[config.mk]
export PLATFORM = sky130hd
export DESIGN_NAME = traffic_light_monitor
export DESIGN_NICKNAME = d
export VERILOG_FILES = /design/src/rtl/traffic_light_monitor.sv
export SDC_FILE = /design/constraint.sdc
export NUM_CORES = 1
export LEC_CHECK = 0
export CAP_MARGIN = 20
export CORE_UTILIZATION = 49
export DETAILED_ROUTE_END_ITERATION = 16
export GPL_TIMING_DRIVEN = 0
export PLACE_DENSITY_LB_ADDON = 0.25
export REMOVE_ABC_BUFFERS = 1
export SLEW_MARGIN = 20
export SYNTH_ARGS = -nofsm -noshare
export SYNTH_HDL_FRONTEND = slang
export SYNTH_SLANG_ARGS = --single-unit
[constraint.sdc]
create_clock -name clk -period 2.7 [get_ports clk]
set_clock_uncertainty 0.1 [all_clocks]
set_input_delay 0.405 -clock clk [delete_from_list [all_inputs] [get_ports clk]]
set_output_delay 0.405 -clock clk [all_outputs]
set_load 0.05 [all_outputs]
[src/rtl/traffic_light_monitor.sv]
// Traffic light lamp monitor: follows the green/yellow/red sequence and flags
// lamp-encoding, sequence and phase-duration errors; counts completed light cycles.
module traffic_light_monitor #(
    parameter int GREEN_CYC  = 20,
    parameter int YELLOW_CYC = 5,
    parameter int RED_CYC    = 15,
    parameter int TOL        = 1
) (
    input  logic       clk,
    input  logic       rst,
    input  logic       red,
    input  logic       yellow,
    input  logic       green,
    input  logic       err_clr,
    output logic       locked,
    output logic [1:0] phase,
    output logic       err_onehot,
    output logic       err_seq,
    output logic       err_timing,
    output logic [7:0] cycle_cnt
);

    typedef enum logic [1:0] {
        SYNC   = 2'b00,
        GREEN  = 2'b01,
        YELLOW = 2'b10,
        RED    = 2'b11
    } state_t;

    // Lower bounds clamp at zero so NOM-TOL can never wrap.
    localparam logic [15:0] G_LO = (GREEN_CYC  > TOL) ? 16'(GREEN_CYC  - TOL) : 16'd0;
    localparam logic [15:0] Y_LO = (YELLOW_CYC > TOL) ? 16'(YELLOW_CYC - TOL) : 16'd0;
    localparam logic [15:0] R_LO = (RED_CYC    > TOL) ? 16'(RED_CYC    - TOL) : 16'd0;
    localparam logic [15:0] G_HI = 16'(GREEN_CYC  + TOL);
    localparam logic [15:0] Y_HI = 16'(YELLOW_CYC + TOL);
    localparam logic [15:0] R_HI = 16'(RED_CYC    + TOL);

    state_t      state, state_nxt, lamp_phase, legal_nxt;
    logic [15:0] dur, dur_nxt;
    logic        partial, partial_nxt;
    logic        onehot, ev_onehot, ev_seq, ev_timing, cnt_inc;

    function automatic logic [15:0] sat_inc16(input logic [15:0] v);
        return (v == 16'hFFFF) ? v : v + 16'd1;
    endfunction

    function automatic logic [7:0] sat_inc8(input logic [7:0] v);
        return (v == 8'hFF) ? v : v + 8'd1;
    endfunction

    function automatic logic [15:0] lo_of(input state_t s);
        case (s)
            GREEN:   return G_LO;
            YELLOW:  return Y_LO;
            RED:     return R_LO;
            default: return 16'd0;
        endcase
    endfunction

    function automatic logic [15:0] hi_of(input state_t s);
        case (s)
            GREEN:   return G_HI;
            YELLOW:  return Y_HI;
            RED:     return R_HI;
            default: return 16'hFFFF;
        endcase
    endfunction

    function automatic state_t next_of(input state_t s);
        case (s)
            GREEN:   return YELLOW;
            YELLOW:  return RED;
            RED:     return GREEN;
            default: return SYNC;
        endcase
    endfunction

    always_ff @(posedge clk) begin
        if (!rst) state <= SYNC;
        else      state <= state_nxt;
    end

    always_comb begin
        onehot     = 1'b1;
        lamp_phase = SYNC;
        case ({red, yellow, green})
            3'b001:  lamp_phase = GREEN;
            3'b010:  lamp_phase = YELLOW;
            3'b100:  lamp_phase = RED;
            default: onehot = 1'b0;
        endcase

        legal_nxt   = next_of(state);
        state_nxt   = state;
        dur_nxt     = dur;
        partial_nxt = partial;
        ev_onehot   = 1'b0;
        ev_seq      = 1'b0;
        ev_timing   = 1'b0;
        cnt_inc     = 1'b0;

        if (state == SYNC) begin
            dur_nxt = 16'd0;
            if (onehot) begin
                state_nxt   = lamp_phase;
                dur_nxt     = 16'd1;
                partial_nxt = 1'b1;
            end
        end else if (!onehot) begin
            ev_onehot = 1'b1;
            state_nxt = SYNC;
            dur_nxt   = 16'd0;
        end else if (lamp_phase == state) begin
            // Overlong phase is reported as soon as it passes the upper bound.
            dur_nxt = sat_inc16(dur);
            if (!partial && dur_nxt == hi_of(state) + 16'd1) ev_timing = 1'b1;
        end else if (lamp_phase == legal_nxt) begin
            if (!partial && (dur < lo_of(state) || dur > hi_of(state))) ev_timing = 1'b1;
            state_nxt   = lamp_phase;
            dur_nxt     = 16'd1;
            partial_nxt = 1'b0;
            cnt_inc     = (state == RED);
        end else begin
            ev_seq    = 1'b1;
            state_nxt = SYNC;
            dur_nxt   = 16'd0;
        end
    end

    always_comb begin
        phase  = state;
        locked = (state != SYNC);
    end

    // A new error on the same edge as err_clr wins.
    always_ff @(posedge clk) begin
        if (!rst) begin
            dur        <= 16'd0;
            partial    <= 1'b0;
            err_onehot <= 1'b0;
            err_seq    <= 1'b0;
            err_timing <= 1'b0;
            cycle_cnt  <= 8'd0;
        end else begin
            dur        <= dur_nxt;
            partial    <= partial_nxt;
            err_onehot <= (err_onehot & ~err_clr) | ev_onehot;
            err_seq    <= (err_seq    & ~err_clr) | ev_seq;
            err_timing <= (err_timing & ~err_clr) | ev_timing;
            if (cnt_inc) cycle_cnt <= sat_inc8(cycle_cnt);
        end
    end

endmodule

[Word level (Yosys, flattened, before mapping)]
Cells that the tools add are included.
Widths: inputs -> output; s select.
Word-level totals
  flip-flop bits (word level): 30
Cells by class
  bitwise operators: 8
  mux-type cells: 48
  reductions and logical operators: 11
  $add $sub $neg: 3
  equality and inequality tests: 14
  order comparisons: 2
Operators with widths (number)
  $mux 16: 15
  $pmux 16 s3: 1
  $add 16x1->16 const B: 2
  $mux 1: 24
  $eq 16x16->1: 1
  $eq 16x16->1 const B: 1
  $gt 16x16->1: 1
  $lt 16x16->1: 1
  $pmux 5 s3: 1
  $pmux 2 s3: 2
  $mux 2: 5
  $add 8x1->8 const B: 1
  $eq 8x8->1 const B: 1
  $eq 2x2->1: 2
  $eq 2x2->1 const B: 2
  $ne 2x2->1 const B: 2
  $reduce_and 2->1: 2
  $reduce_bool 2->1: 2
  $and 1x1->1: 3
  $eq 3x1->1 const B: 1
  $eq 3x2->1 const B: 1
  $eq 3x3->1 const B: 1
  $ne 3x3->1 const B: 1
  $or 1x1->1: 3
  8 further kinds: 10

[Logic depth before layout (Yosys ltp)]
Gate-level depths: netlist of the first run.
  depth in word-level cells: 16
  depth in mapped cells: 12
  depth with buffers taken out: 11

[Worst setup path before layout of the first run]
Ideal clock, no wire load.
  kind: reg2reg
  start: register state[1], in the netlist phase[1]
  end: register err_timing
  cell stages (with the launch flop): 12
  path slack: -807 ps
  buffers on the path: 1
  arrival: 3337 ps
  path through: dfxtp_1 inv_1 ha_1 clkbuf_1 inv_1 ha_1 inv_1 o2111ai_1 or3_2 a221oi_2 o2111ai_1 a21oi_1
Between the ends
  longest elaborated chain between the ends: 15
Ends and longest elaborated chain
  from (decl): line 38  | state_t state, state_nxt, lamp_phase, legal_nxt;
  from (signal assigned): line 80  | else state <= state_nxt;
  branches (longest 13 deep; another with $add 16x1->16)
  $mux 1 *: line 102  | if (state == SYNC) begin
  $or 1x1->1 *: line 149  | err_timing <= (err_timing & ~err_clr) | ev_timing;
  to (signal assigned): line 149
  to (decl): line 19  | output logic err_timing,
Every way passes the cells marked *. The select of a mux whose other input is x is not followed.
A chain may end at the register's enable or synchronous reset.

[Final worst setup path of the first run]
  start: input port green
  end: register err_timing
Between the ends
  longest elaborated chain between the ends: 8
Ends and longest elaborated chain
  from (decl): line 13  | input logic green,
  $eq 3x3->1 (tied with other cells): line 86  | case ({red, yellow, green})
  $pmux 2 s3: line 86
  $eq 2x2->1: line 117  | end else if (lamp_phase == legal_nxt) begin
  $mux 1: line 117
  $mux 1: line 113  | end else if (lamp_phase == state) begin
  $mux 1 *: line 109  | end else if (!onehot) begin
  $mux 1 *: line 102
  $or 1x1->1 *: line 149
Mark *: on every way between the ends. The rest lies on a longest branch, timed or not.

==> results of run 1 <==
-- synth_stat cells, drive strengths merged (3+ instances only) --
| master | count | area [um2] |
|---|---|---|
| o21ai | 10 | 50.1 |
| and3 | 5 | 31.3 |
| a21o | 4 | 30.0 |
| and2 | 7 | 43.8 |
| mux2i | 3 | 30.0 |
| nand2 | 21 | 78.8 |
| nor2b | 4 | 25.0 |
| xor2 | 11 | 104 |
| o2111ai | 4 | 35.0 |
| nor4 | 7 | 43.8 |
| ha | 30 | 375 |
| a21oi | 16 | 80.1 |
| a211oi | 3 | 22.5 |
| inv | 10 | 37.5 |
| a21boi | 4 | 30.0 |
| xnor2 | 11 | 96.3 |
| dfxtp | 30 | 601 |
| nand4 | 11 | 96.3 |
| buf | 7 | 58.8 |
| nor2 | 31 | 124 |
| nand2b | 7 | 43.8 |
| nand3 | 12 | 72.6 |
| clkbuf | 5 | 18.8 |
| nor3 | 10 | 50.1 |
| or3 | 4 | 26.3 |
-- area by class of cell --
cell class	instances	area [um2]
clock buffers	5	68.8
clock inverters	2	10.0
fillers	435	1720
inverters	10	46.3
multi-input cells	244	1910
flip-flops and latches	30	629
well taps	67	83.8
repair buffers	31	284
-- repair_timing --
action / in CTS / in global routing
endpoints found under the hold margin: 0 / 0
setup buffers: 9 / 3
setup endpoints to repair: 24 / 23
pin swaps: 2 / 8
gates resized for setup: 22 / 32
-- cells by family (layout without fill, tap and decap cells) --
kind of cell	after synthesis	after routing	synth area share [%]
simple gates	125	125	28.0
compound gates	63	63	17.7
fa+ha+maj	30	30	15.3
flops	30	30	24.5
xor+xnor	22	22	8.17
buf+inv	22	48	4.70
mux	4	4	1.68
-- per-stage QoR --
step | setup TNS, ns | cells | hold WS (ns)
detailed placement | -9.76 | 370 | 0.394
global placement | -8.60 | 370 | 0.375
global route | -0.0736 | 389 | 0.436
finish | 0 | 389 | 0.405
floorplan | -1.74 | 284 | 0.371
CTS | -0.0272 | 386 | 0.410
-- per-layer routing --
metal	track usage, %	vias to the layer above	part of all wire, %
met2	39.5	42	49
li1	-	1135	-
met1	30.0	1052	47
met4	10.5	0	1.6
met5	0	-	0
met3	4.28	11	2.9
-- worst register-to-register path, cell delays in order, from the launching register on --
cell,delay [ns]
dfxtp_4,0.38
inv_4,0.08
ha_4,0.15
clkinvlp_4,0.09
buf_6,0.16
buf_4,0.16
ha_1,0.29
a21o_1,0.18
a21o_1,0.18
a211oi_2,0.30
o311ai_4,0.15
a21oi_2,0.16
a21oi_1,0.08
-- path summary, 6_finish.rpt --
check          endpoint  slack [ns]
max          err_timing        0.07
min             err_seq        0.40
max reg2reg  err_timing        0.13
min reg2reg     err_seq        0.40
-- registers in the layout (all words and copies together), names as in the netlist --
| signal | cells |
|---|---|
| cycle_cnt | 8 |
| phase | 2 |
| err_seq | 1 |
| dur | 16 |
| err_timing | 1 |
| partial | 1 |
| err_onehot | 1 |
-- where the power goes --
| group | leakage (nW) | total, mW | internal [mW] | switching [mW] |
|---|---|---|---|---|
| clock | 0.0438 | 0.337 | 0.172 | 0.165 |
| sequential | 0.251 | 0.460 | 0.448 | 0.0115 |
| combinational | 0.909 | 0.301 | 0.135 | 0.166 |
| total | 1.20 | 1.10 | 0.755 | 0.343 |
==> flow_summary_export.csv, run 1 <==
group,metric,value,unit
global_route,grt_pass1_wl,9800,um
setup_path,cpLargestDelayFamily,"compound AO/OA/AOI/OAI gates",
cts,numCtsBuffers,5,
setup_path,crit_chain,"clkdlybuf4s50_1, or2_1, a2111oi_2, a211oi_4, nor4_1, o2111ai_1, a21oi_1",
setup_path,required,2.81,ns
cts,htree_num_levels,2,
setup_path,critPathLaunch,"green",
cells_and_area,nets,358,
setup_path,worstPathMaxFanout,10,
placement,dpl.hpwl,4000,um
timing,relSlewSlack,53.0,%
setup_path,path_class,"in -> reg",
power,max-vdd-ir-drop,0.385,mV
setup_path,cp-start-kind,"input pin",
cells_and_area,antenna_cells,0,
synth,synth_top_flop_cell,"dfxtp_1",
synth,synth_cells,296,
hold_path,hold_path_class,"reg -> reg",
global_route,antenna_found_initial,0,
setup_path,path_depth,7,
die,core,4750,um2
global_route,grt_max_degree,16,
route,dr.pass1.iters,4,
cts,hold_buffers,0,
die,rows,25,
setup_path,cpPeakStageDelay,0.59,ns
cts,clockBufferDepth,2,
synth,postSynthAreaPerCell,8.28,um2
flow_run,cap_violations,0,
synth,synthArstFlopShare,0,%
global_route,grt_usage,23.7,%
die,initial_core_util,51.6,%
route,wl_per_cell,14.9,um
cells_and_area,final_cell_mix,"nor2_1 (30), ha_1 (25), nand2_1 (21)",
placement,dp_slack,-0.692,ns
setup_path,cp.arrival,2.74,ns
route,wirelength,5780,um
global_route,grt_pass1_vias,2126,
placement,place.gp.congestion,0.874,
power,p_leak,1.20,nW
timing,worst_slack,0.0653,ns
setup_path,rr_worst_depth,12,
cts,clkSinkCount,30,
setup_path,crit_path_end_kind,"flop",
timing,setup_violations,0,
route,antenna_left,0,
cts,root_buffer,"clkbuf_8",
hold_path,worstHoldPathCells,2,
cells_and_area,final_util,63.8,%
cts,cts_tree,"done",
timing,fin_crit,2.63,ns
timing,fin_crit_sh,97.6,%
die,die_height,72.7,um
timing,hold_viol,0,
setup_path,r2r-start,"phase[1]",
cells_and_area,layout_commonest_cell,"nor2_1",
placement,place_area,2650,um2
setup_path,path_buf_inv,1,
die,io_pins,20,
cts,clock_latency,0.28,ns
die,die-area,5290,um2
timing,drv_slew,0,
setup_path,critPathSlowestCell,"clkdlybuf4s50_1",
placement,portBuffers,19,
timing,fmax,0.380,GHz
cells_and_area,area_delta_synth_final,23.7,%
global_route,grt-ovfl-total,0,
cells_and_area,drive_gt1_share,21.1,%
cts,clk_pin_slew,0.06,ns
synth,yosysWarnings,0,
synth,yosys.cell_types.count,55,
synth,synth_edf_count,0,
cells_and_area,final_area,3030,um2
route,vias,2240,
run_status,status,"finished clean",
route,viasPerCell,5.76,
route,drt_iter0_markers,108,
synth,ys_seq_area_share,24.5,%
hold_path,hp-start,"err_seq",
power,fin_total_pwr,1.10,mW
die,die_w,72.7,um
synth,synth-seq-cells,30,
synth,synth_area,2450,um2
route,drcViolationCount,0,
power,powerDensity,362,nW/um2
timing,worst_slew_pin_slew,0.699,ns
Power figures use the tool's default switching activity.
==> inputs of run 2 (changes only) <==
--- a/config.mk
+++ b/config.mk
@@ -6,6 +6,7 @@
 export NUM_CORES = 1
 export LEC_CHECK = 0
 export CAP_MARGIN = 20
+export CORE_ASPECT_RATIO = 0.75
 export CORE_UTILIZATION = 49
 export DETAILED_ROUTE_END_ITERATION = 16
 export GPL_TIMING_DRIVEN = 0
==> run 2 against run 1 <==
  * Via count increased by 7.3%
  * Wire length is 26% higher
  * Clock power up 20%
  * Sequential power shrank 2%
  * Utilization increased by 5.6 points
  * Critical endpoint unchanged
  * Largest power group unchanged
==> flow_summary_export.csv, run 2 (synthesis results as in run 1) <==
group,metric,value,unit
run_status,status,"finished clean",
setup_path,path_class,"reg -> reg",
die,rows,21,
die,initial_core_util,53.0,%
die,io_pins,20,
route,dr.pass1.iters,4,
setup_path,path_buf_inv,4,
cts,root_buffer,"clkbuf_8",
setup_path,path_depth,12,
cts,clkSinkCount,30,
placement,place.gp.congestion,0.915,
power,clockPowerShare,33.8,%
setup_path,cp-start-kind,"flop",
timing,fin_crit,2.67,ns
global_route,grt-ovfl-total,0,
global_route,grt_pass1_wl,11200,um
cells_and_area,final_area,3210,um2
power,p_seq_share,37.5,%
power,p_sw_share,33.4,%
setup_path,rr_worst_depth,12,
setup_path,required,2.79,ns
cts,cts_tree,"done",
placement,portBuffers,19,
setup_path,crit_chain,"inv_2, ha_4, buf_12, clkinvlp_4, buf_6, ha_1, a21o_1, a21o_1, a211oi_2, o311ai_1, a21oi_1, a21oi_1",
cts,clock_latency,0.30,ns
placement,place_area,2640,um2
timing,fmax,0.374,GHz
setup_path,cpPeakStageDelay,0.38,ns
timing,drv_slew,0,
power,fin_total_pwr,1.20,mW
setup_path,crit_path_end_kind,"flop",
power,p_leak,1.27,nW
route,wirelength,7290,um
cells_and_area,layout_commonest_cell,"nor2_1",
setup_path,cpLargestDelayFamily,"compound AO/OA/AOI/OAI gates",
route,drt_iter0_markers,260,
cells_and_area,largest-register,"dur",
setup_path,cp.arrival,2.76,ns
route,drcViolationCount,0,
die,core,4620,um2
power,combPwrFrac,28.6,%
cts,htree_num_levels,2,
timing,hold_viol,0,
timing,relSlewSlack,64.0,%
global_route,grt_pass1_vias,2211,
power,max-vdd-ir-drop,0.301,mV
global_route,antenna_found_initial,0,
timing,worst_slew_pin_slew,0.538,ns
hold_path,worstHoldPathCells,2,
cells_and_area,area_delta_synth_final,30.9,%
cts,clockBufferDepth,2,
cts,clk_pin_slew,0.07,ns
flow_run,cap_violations,0,
die,die_height,63.3,um
route,wl_per_cell,18.8,um
die,die_w,83.7,um
setup_path,critPathSlowestCell,"dfxtp_4",
hold_path,hold_path_class,"reg -> reg",
cells_and_area,drive_gt1_share,25.7,%
setup_path,worstPathMaxFanout,8,
timing,setup_violations,0,
cells_and_area,nets,366,
cts,numCtsBuffers,5,
power,p_int,799,uW
route,viasPerCell,6.19,
route,vias,2403,
die,die-area,5290,um2
power,powerDensity,374,nW/um2
global_route,grt_usage,26.8,%
cells_and_area,antenna_cells,0,
global_route,grt_max_degree,16,
cells_and_area,final_cell_mix,"nor2_1 (30), ha_1 (22), nand2_1 (21)",
placement,dpl.hpwl,4520,um
cells_and_area,largest_reg_flops,16,
cts,hold_buffers,0,
route,antenna_left,0,
timing,fin_crit_sh,98.9,%
power,p_sw,400,uW
-- run 2: worst register-to-register path: cells and delay by family, from the launching register on --
family                   cells  cell delay (ns)
flip-flops                   1             0.38
buffers and inverters        4             0.53
adder cells (fa/ha/maj)      2             0.48
AO/OA/AOI/OAI                6             1.07
-- run 2: cell type report --
cell class                 instances  area, um2
multi-input combinational        244       1950
fill                             359       1420
sequential                        30        658
timing repair buffer              38        379
clock buffer                       6       82.6
tap                               57       71.3
inverter                          10       43.8
clock inverter                     2       12.5
timing repair inverter             1       7.51
-- run 2: per-layer routing --
layer | wire (um) | global-route usage, % | share of wire (%)
met1 | 3430 | 40.4 | 47
met2 | 3270 | 38.9 | 45
met3 | 466 | 3.93 | 6.4
met4 | 121 | 7.84 | 1.7
met5 | 0 | 0 | 0
-- run 2: final timing paths --
path                                from  slack, ns         end
worst max-delay path            phase[1]       0.03  err_timing
worst min-delay path             err_seq       0.40     err_seq
worst max register to register  phase[1]       0.03  err_timing
worst min register to register   err_seq       0.40     err_seq
-- run 2: timing repair --
item | 4_1_cts | 5_1_grt
setup endpoints to repair | 11 | 8
pin swaps | 2 | 8
gates cloned | 1 | 0
setup buffers | 9 | 10
gates resized for setup | 30 | 44
-- run 2: through the flow --
stage	setup TNS [ns]	utilization, %	hold slack [ns]	instances	setup slack, ns
CTS	-0.0183	63.3	0.401	378	-0.0183
global placement	-7.68	57.0	0.377	360	-0.546
detailed placement	-8.71	57.0	0.380	360	-0.599
global route	-0.166	69.4	0.442	388	-0.0778
floorplan	-1.74	-	0.371	284	-0.737
finish	0	69.4	0.401	388	0.0293
-- run 2: power by group through the flow --
stage | Combinational [mW] | Clock, mW | Sequential (mW)
floorplan | 0.160 | 0 | 0.478
global placement | 0.234 | 0 | 0.470
detailed placement | 0.240 | 0 | 0.470
CTS | 0.283 | 0.410 | 0.461
global route | 0.365 | 0.435 | 0.451
finish | 0.344 | 0.406 | 0.450
